[config.mk]
export PLATFORM = sky130hd
export DESIGN_NAME = spi_slave_io
export DESIGN_NICKNAME = d
export VERILOG_FILES = /design/src/rtl/spi_pkg.sv /design/src/rtl/spi_sync.sv /design/src/rtl/spi_slave_io.sv
export SDC_FILE = /design/constraint.sdc
export NUM_CORES = 1
export LEC_CHECK = 0
export BUFFER_PORTS_ARGS = -buffer_cell sky130_fd_sc_hd__buf_2
export CORE_AREA = 4 4 59 114
export CTS_BUF_LIST = sky130_fd_sc_hd__clkbuf_4 sky130_fd_sc_hd__clkbuf_8
export DETAILED_ROUTE_END_ITERATION = 7
export DIE_AREA = 0 0 63 118
export GPL_TIMING_DRIVEN = 0
export PLACE_DENSITY = 0.68
export SYNTH_ARGS = -nofsm -noshare
export SYNTH_HDL_FRONTEND = slang
export SYNTH_SLANG_ARGS = --single-unit
[constraint.sdc]
create_clock -name clk -period 5.3 [get_ports clk]
set_clock_uncertainty 0.1 [all_clocks]
set_input_delay 0.795 -clock clk [delete_from_list [all_inputs] [get_ports clk]]
set_output_delay 0.795 -clock clk [all_outputs]
set_load 0.05 [all_outputs]
[src/rtl/spi_pkg.sv]
// spi_pkg: shared constants, FSM encodings and mode helpers for the SPI slave.
package spi_pkg;
    localparam int BYTE_W = 8;
    localparam logic [1:0] ST_IDLE  = 2'd0;
    localparam logic [1:0] ST_LOAD  = 2'd1;
    localparam logic [1:0] ST_SHIFT = 2'd2;

    typedef struct packed {
        logic cpol;
        logic cpha;
        logic lsb;
    } spi_mode_t;

    function automatic logic first_bit(input logic [BYTE_W-1:0] b, input logic lsb);
        return lsb ? b[0] : b[BYTE_W-1];
    endfunction
endpackage

[src/rtl/spi_sync.sv]
// spi_sync: 2-flop synchronizer with a per-bit reset level.
module spi_sync #(
    parameter int W = 1
) (
    input  logic         clk,
    input  logic         nreset,
    input  logic [W-1:0] init,
    input  logic [W-1:0] d,
    output logic [W-1:0] q
);
    logic [W-1:0] meta;

    always_ff @(posedge clk) begin
        if (!nreset) begin
            meta <= init;
            q    <= init;
        end else begin
            meta <= d;
            q    <= meta;
        end
    end
endmodule

[src/rtl/spi_slave_io.sv]
// spi_slave_io: oversampled SPI slave, all four modes, MSB/LSB first,
// continuous multi-byte transfers under one slave select.
module spi_slave_io
    import spi_pkg::*;
(
    input  logic              clk,
    input  logic              nreset,
    input  logic              spi_en,
    input  logic              cpol,
    input  logic              cpha,
    input  logic              lsbfirst,
    input  logic              sclk,
    input  logic              mosi,
    input  logic              ss,
    output logic              miso,
    input  logic [BYTE_W-1:0] tx_data,
    input  logic              tx_valid,
    output logic              tx_ready,
    output logic [BYTE_W-1:0] rx_data,
    output logic              rx_access,
    input  logic              rx_wait,
    output logic              rx_overrun,
    output logic [1:0]        spi_state
);
    logic [2:0]        s;
    logic              ss_s, sclk_s, mosi_s;
    logic              ss_d, sclk_d;
    logic [1:0]        state;
    logic [2:0]        cnt;
    logic [BYTE_W-1:0] tx_sr, rx_sr;
    logic              fresh;
    spi_mode_t         mode_q, mode;
    logic              rise, fall, sample_edge, shift_edge, ss_fall;
    logic [BYTE_W-1:0] load_byte, tx_next, rx_next;

    spi_sync #(.W(3)) u_sync (
        .clk   (clk),
        .nreset(nreset),
        .init  ({1'b1, cpol, 1'b0}),
        .d     ({ss, sclk, mosi}),
        .q     (s)
    );

    assign ss_s      = s[2];
    assign sclk_s    = s[1];
    assign mosi_s    = s[0];
    assign spi_state = state;

    // Mode pins follow live inputs until SHIFT, then stay frozen for the transfer.
    always_comb begin
        mode        = state == ST_SHIFT ? mode_q : spi_mode_t'({cpol, cpha, lsbfirst});
        rise        = sclk_s & ~sclk_d;
        fall        = ~sclk_s & sclk_d;
        sample_edge = mode.cpol == mode.cpha ? rise : fall;
        shift_edge  = mode.cpol == mode.cpha ? fall : rise;
        ss_fall     = ss_d & ~ss_s;
        load_byte   = tx_valid ? tx_data : '0;
        tx_next     = mode.lsb ? {1'b0, tx_sr[BYTE_W-1:1]} : {tx_sr[BYTE_W-2:0], 1'b0};
        rx_next     = mode.lsb ? {mosi_s, rx_sr[BYTE_W-1:1]} : {rx_sr[BYTE_W-2:0], mosi_s};
    end

    always_ff @(posedge clk) begin
        if (!nreset) begin
            state      <= ST_IDLE;
            ss_d       <= 1'b1;
            sclk_d     <= cpol;
            cnt        <= '0;
            tx_sr      <= '0;
            rx_sr      <= '0;
            fresh      <= 1'b0;
            mode_q     <= '0;
            miso       <= 1'b0;
            tx_ready   <= 1'b0;
            rx_data    <= '0;
            rx_access  <= 1'b0;
            rx_overrun <= 1'b0;
        end else begin
            ss_d       <= ss_s;
            sclk_d     <= sclk_s;
            tx_ready   <= 1'b0;
            rx_access  <= 1'b0;
            rx_overrun <= 1'b0;
            if (state != ST_SHIFT)
                mode_q <= mode;
            if (!spi_en || (state == ST_SHIFT && ss_s) || state == 2'd3) begin
                state <= ST_IDLE;
                cnt   <= '0;
                miso  <= 1'b0;
            end else if (state == ST_IDLE) begin
                cnt  <= '0;
                miso <= 1'b0;
                if (ss_fall)
                    state <= ST_LOAD;
            end else if (state == ST_LOAD) begin
                tx_sr    <= load_byte;
                tx_ready <= tx_valid;
                miso     <= first_bit(load_byte, mode.lsb);
                fresh    <= mode.cpha;
                cnt      <= '0;
                rx_sr    <= '0;
                state    <= ST_SHIFT;
            end else if (sample_edge) begin
                rx_sr <= rx_next;
                cnt   <= cnt + 3'd1;
                // Byte boundary: hand the byte over and stage the next tx byte;
                // the following shift edge presents its first bit unshifted.
                if (cnt == 3'd7) begin
                    if (rx_wait)
                        rx_overrun <= 1'b1;
                    else begin
                        rx_data   <= rx_next;
                        rx_access <= 1'b1;
                    end
                    tx_sr    <= load_byte;
                    tx_ready <= tx_valid;
                    fresh    <= 1'b1;
                end
            end else if (shift_edge) begin
                if (fresh) begin
                    miso  <= first_bit(tx_sr, mode.lsb);
                    fresh <= 1'b0;
                end else begin
                    tx_sr <= tx_next;
                    miso  <= first_bit(tx_next, mode.lsb);
                end
            end
        end
    end
endmodule

### Word-level counts from Yosys, hierarchy flattened

Cells that the tools add are included.
Widths: inputs -> output; s select.

| word-level totals | value |
|---|---|
| register bits | 45 |
| output and inout bits | 14 |
| input port bits | 19 |

| operators by class | value |
|---|---|
| reduce and logical (&&, ||, !) cells | 19 |
| bitwise operators | 13 |
| mux-type cells | 35 |
| $add $sub $neg | 1 |
| equality and inequality tests | 10 |

Operators by type and width:

| operator | count |
|---|---|
| $mux 8 | 10 |
| $mux 1 | 19 |
| $mux 2 | 5 |
| $not 1->1 | 10 |
| $ne 3x1->1 const B | 2 |
| $reduce_and 6->1 | 1 |
| $reduce_bool 2->1 | 3 |
| $reduce_or 6->1 | 1 |
| $reduce_and 5->1 | 1 |
| $eq 2x2->1 const B | 2 |
| $ne 2x2->1 const B | 2 |
| $reduce_and 2->1 | 2 |
| $reduce_and 4->1 | 1 |
| $reduce_or 4->1 | 1 |
| $add 3x1->3 const B | 1 |
| $and 1x1->1 | 3 |
| $eq 3x3->1 const B | 1 |
| $mux 3 | 1 |
| $reduce_and 3->1 | 1 |
| $reduce_bool 3->1 | 1 |
| $reduce_or 3->1 | 1 |
| $eq 2x1->1 const B | 1 |
| $logic_not 2->1 | 1 |
| $logic_or 1x1->1 | 2 |
| 5 further kinds | 5 |

### Depth between registers and ports, before layout

| logic depth | value |
|---|---|
| depth after elaboration | 8 |
| gate-level depth with buffers | 8 |
| gate-level depth less buffers | 7 |

### By module

From an unflattened synthesis, not the netlist that was laid out.

| unflattened totals | value |
|---|---|
| cells, all modules | 274 |
| area, all modules | 2653.8 um^2 |

By module, submodules not included:

| module | cells each | area an instance (um^2) | times used |
|---|---|---|---|
| spi_slave_io | 261 | 2432.3 | 1 |
| spi_sync | 13 | 221.5 | 1 |

### Least setup slack after synthesis

No wires, ideal clock.

| timing path | value |
|---|---|
| kind | input-to-reg |
| from | input port lsbfirst |
| to | register rx_data[2] |
| required time | 5.072 ns |
| cell stages on the path | 6 |
| buffers on the path | 2 |
| arrival time | 2.282 ns |
| path slack | 2.790 ns |
| cells stage by stage | clkbuf_1 -> mux2i_2 -> buf_4 -> mux2_2 -> mux2i_1 -> nor2_1 |

| on the way | value |
|---|---|
| longest elaborated chain between the ends | 2 |

Ends and longest elaborated chain:

| item | line | RTL |
|---|---|---|
| start, declared | spi_slave_io.sv:11 | `input logic lsbfirst,` |
| $mux 3 | spi_slave_io.sv:51 | `mode = state == ST_SHIFT ? mode_q : spi_mode_t'({cpol, cpha, lsbfirst});` |
| $mux 8 | spi_slave_io.sv:59 | `rx_next = mode.lsb ? {mosi_s, rx_sr[BYTE_W-1:1]} : {rx_sr[BYTE_W-2:0], mosi_s};` |
| end signal, assigned | spi_slave_io.sv:111 | `rx_data <= rx_next;` |
| end, declared | spi_slave_io.sv:19 | `output logic [BYTE_W-1:0] rx_data,` |

Every way passes these cells.
A chain may end at the register's enable or synchronous reset.

### Final worst setup path

| timing path | value |
|---|---|
| from | input port lsbfirst |
| to | register rx_data[3] |

Same word-level chain as after synthesis.

==> out/metrics.yaml <==
clocking:
  clk_latency_ns: 0.30
  clockBufferDepth: 2
  cts_hold_buf: 0
  tritoncts: "yes"
  htree_levels: 2
  clk_pin_slew_worst_paths_ns: 0.09
  cts_sinks: 45
  post_cts_buffers: 0
  cts_buffers: 5
  post_cts_resized: 0
  cts.root.buffer_cell: "clkbuf_8"
place:
  gp_congestion: 0.7876
  hpwl_microns: 3926
  placed_cells: 323
  placed_area_sq_um: 2476
  port_buffers: 30
synth:
  synth.area.top_cells: "dfxtp_1, mux2i_1, mux2_2, nand2_1, nor2_1"
  synth-edff-count: 0
  ys_ff_latch: 45
  async_reset_ff_frac: 0
  synth.avg_cell_area_sq_um: 9.697
  synth.cells.most_frequent: "mux2i_1, dfxtp_1, nand2_1, nor2_1, mux2_2"
  yosysWarnings: 0
  seq_area_frac_synth: 0.4004
  netlist.area_leader.share: 0.4004
  synth_nets: 253
  ys.flop_type: "dfxtp_1"
  yosys.cell_types.count: 42
  syn_inst: 232
  yosysMostFrequentCell: "mux2i_1"
  synth_area_sq_um: 2250
  synth_largest_area_cell: "dfxtp_1"
critical_path:
  required_ns: 5.39
  r2r_start: "spi_state[0]$_SDFFE_PP0P_"
  worstSetupStartpointType: "input pin"
  end_kind: "register"
  cp.arrival_ns: 2.65
  critPathKind: "input pin to register"
  critPathLaunch: "lsbfirst"
  cp_max_fo: 10
cells_and_area:
  antenna_cells: 0
  nets: 290
  finalNonFillerCells: 331
  area_growth_syn_to_layout_pct: 14.13
  n_fill_cell: 580
  layout-drive-gt1-share: 0.2185
  fin_area_sq_um: 2567
route:
  vias_per_cell: 5.447
  vias: 1803
  dr.max_layer_used: "met4"
  route.met3.wl_microns: 190
  final_antenna_net_count: 0
  drt-pass1-iter-count: 4
  drc_errors: 0
  wl_met2_microns: 2929
  drtIter0Drc: 44
  routedWlPerCell_microns: 15.92
  totalWireLength_microns: 5269
  drt-met1-wl_microns: 2023
grt:
  grt_pass1_vias: 1888
  overflow: 0
  grtUsageTotal: 0.1509
  antenna_found_initial: 0
  grt_start_max_net_pins: 15
  grt_pass1_wl_microns: 8914
sta:
  max_freq_ghz: 0.3901
  grt_setup_unrepaired: "no"
  post-route-period-util: 0.4837
  relSlewSlack: 0.4905
  worst_slew_pin_slew_ns: 0.7494
  fin_crit_ns: 2.563
  hold_violations: 0
  setup_viol: 0
  finalMaxSlewViolations: 0
  setup_tns_ns: 0
  holdWs_ns: 0.3094
run:
  maxCapViolCount: 0
hold_path:
  worstHoldPathType: "register to register"
  worstHoldStart: "u_sync.meta[2]$_SDFF_PN1_"
power_and_ir_drop:
  leakagePower_nw: 1.224
  peakVddDrop_v: 0.0001756
  powerDensity_nw_per_um2: 246.7
  p_total_uw: 633.4
outcome:
  outcome: "completed"
floorplan:
  die_w_microns: 63
  io-pin-count: 33
  coreArea_sq_um: 5807
  die_h_microns: 118
  rows: 39
  initial_utilization: 0.3874
  die_area_sq_um: 7434
cells in the final DEF (no fill, tap or decap), types with 4 or more instances in the layout:
master,Yosys,final
a21oi_1,4,4
clkbuf_1,6,6
nand2b_1,5,5
mux2i_1,48,48
inv_1,5,5
o22ai_1,8,8
nor2_1,26,26
nor2b_1,4,4
a22o_1,6,6
mux2_2,9,9
nand2_1,26,26
dfxtp_1,45,45
clkbuf_8,0,5
buf_2,2,32
registers in the layout (all words and copies together) (netlist names), 2 cells and up:
register,cells
cnt,3
mode_q,3
rx_data,8
rx_sr,8
spi_state,2
tx_sr,8
u_sync.meta,3
u_sync.q,3
area by class of cell:
| cell class | count | area [sq um] | area share |
|---|---|---|---|
| Buffer | 11 | 55.05 | 0.02144 |
| Inverter | 5 | 18.77 | 0.007310 |
| Multi-Input combinational cell | 171 | 1275 | 0.4966 |
| Clock buffer | 6 | 76.32 | 0.02973 |
| Timing Repair Buffer | 30 | 150.1 | 0.05848 |
| Clock inverter | 2 | 15.01 | 0.005848 |
| Sequential cell | 45 | 900.9 | 0.3509 |
| Tap cell | 61 | 76.32 | 0.02973 |
where the power goes:
group / leakage, nW / total [mW] / internal (mW) / switching [mW]
Combinational: 0.818 / 0.0663 / 0.0282 / 0.0381
Sequential: 0.365 / 0.346 / 0.343 / 0.00323
Clock: 0.0408 / 0.221 / 0.0982 / 0.123
Total: 1.22 / 0.633 / 0.469 / 0.164
per-layer routing:
layer	track usage	vias to the layer above
met4	0.07192	0
li1	-	886
met1	0.1494	873
met2	0.2905	36
met5	0	-
met3	0.02579	8
critical path: stages:
cell	delay, ns
clkbuf_1	0.28
mux2i_2	0.70
buf_4	0.33
mux2_2	0.36
mux2i_1	0.12
nor2_1	0.05
logic make-up after synthesis:
logic type,count (synthesis),share of synthesized area
AO/OA/AOI/OAI,32,0.1057
XOR/XNOR,3,0.01168
adder cells (fa/ha/maj),2,0.01112
buffers and inverters,16,0.03281
flip-flops,45,0.4004
multiplexers,60,0.2848
AND/OR/NAND/NOR,74,0.1535
metrics by stage:
stage	util	setup WS [ns]
after global routing	0.4421	2.647
after CTS	0.4421	2.758
after floorplan	-	2.790
after detailed placement	0.4264	2.442
final	0.4421	2.737
after global placement	0.4264	2.448
final timing paths:
kind,slack [ns],end,cells after the start
setup / recovery,2.74,rx_data[3]$_SDFFE_PN0P_,6
hold / removal,0.31,u_sync.q[2]$_SDFF_PN1_,1
setup reg to reg,2.82,rx_data[3]$_SDFFE_PN0P_,7
hold reg to reg,0.31,u_sync.q[2]$_SDFF_PN1_,1
Note: power is estimated with default switching activity, not from simulation.
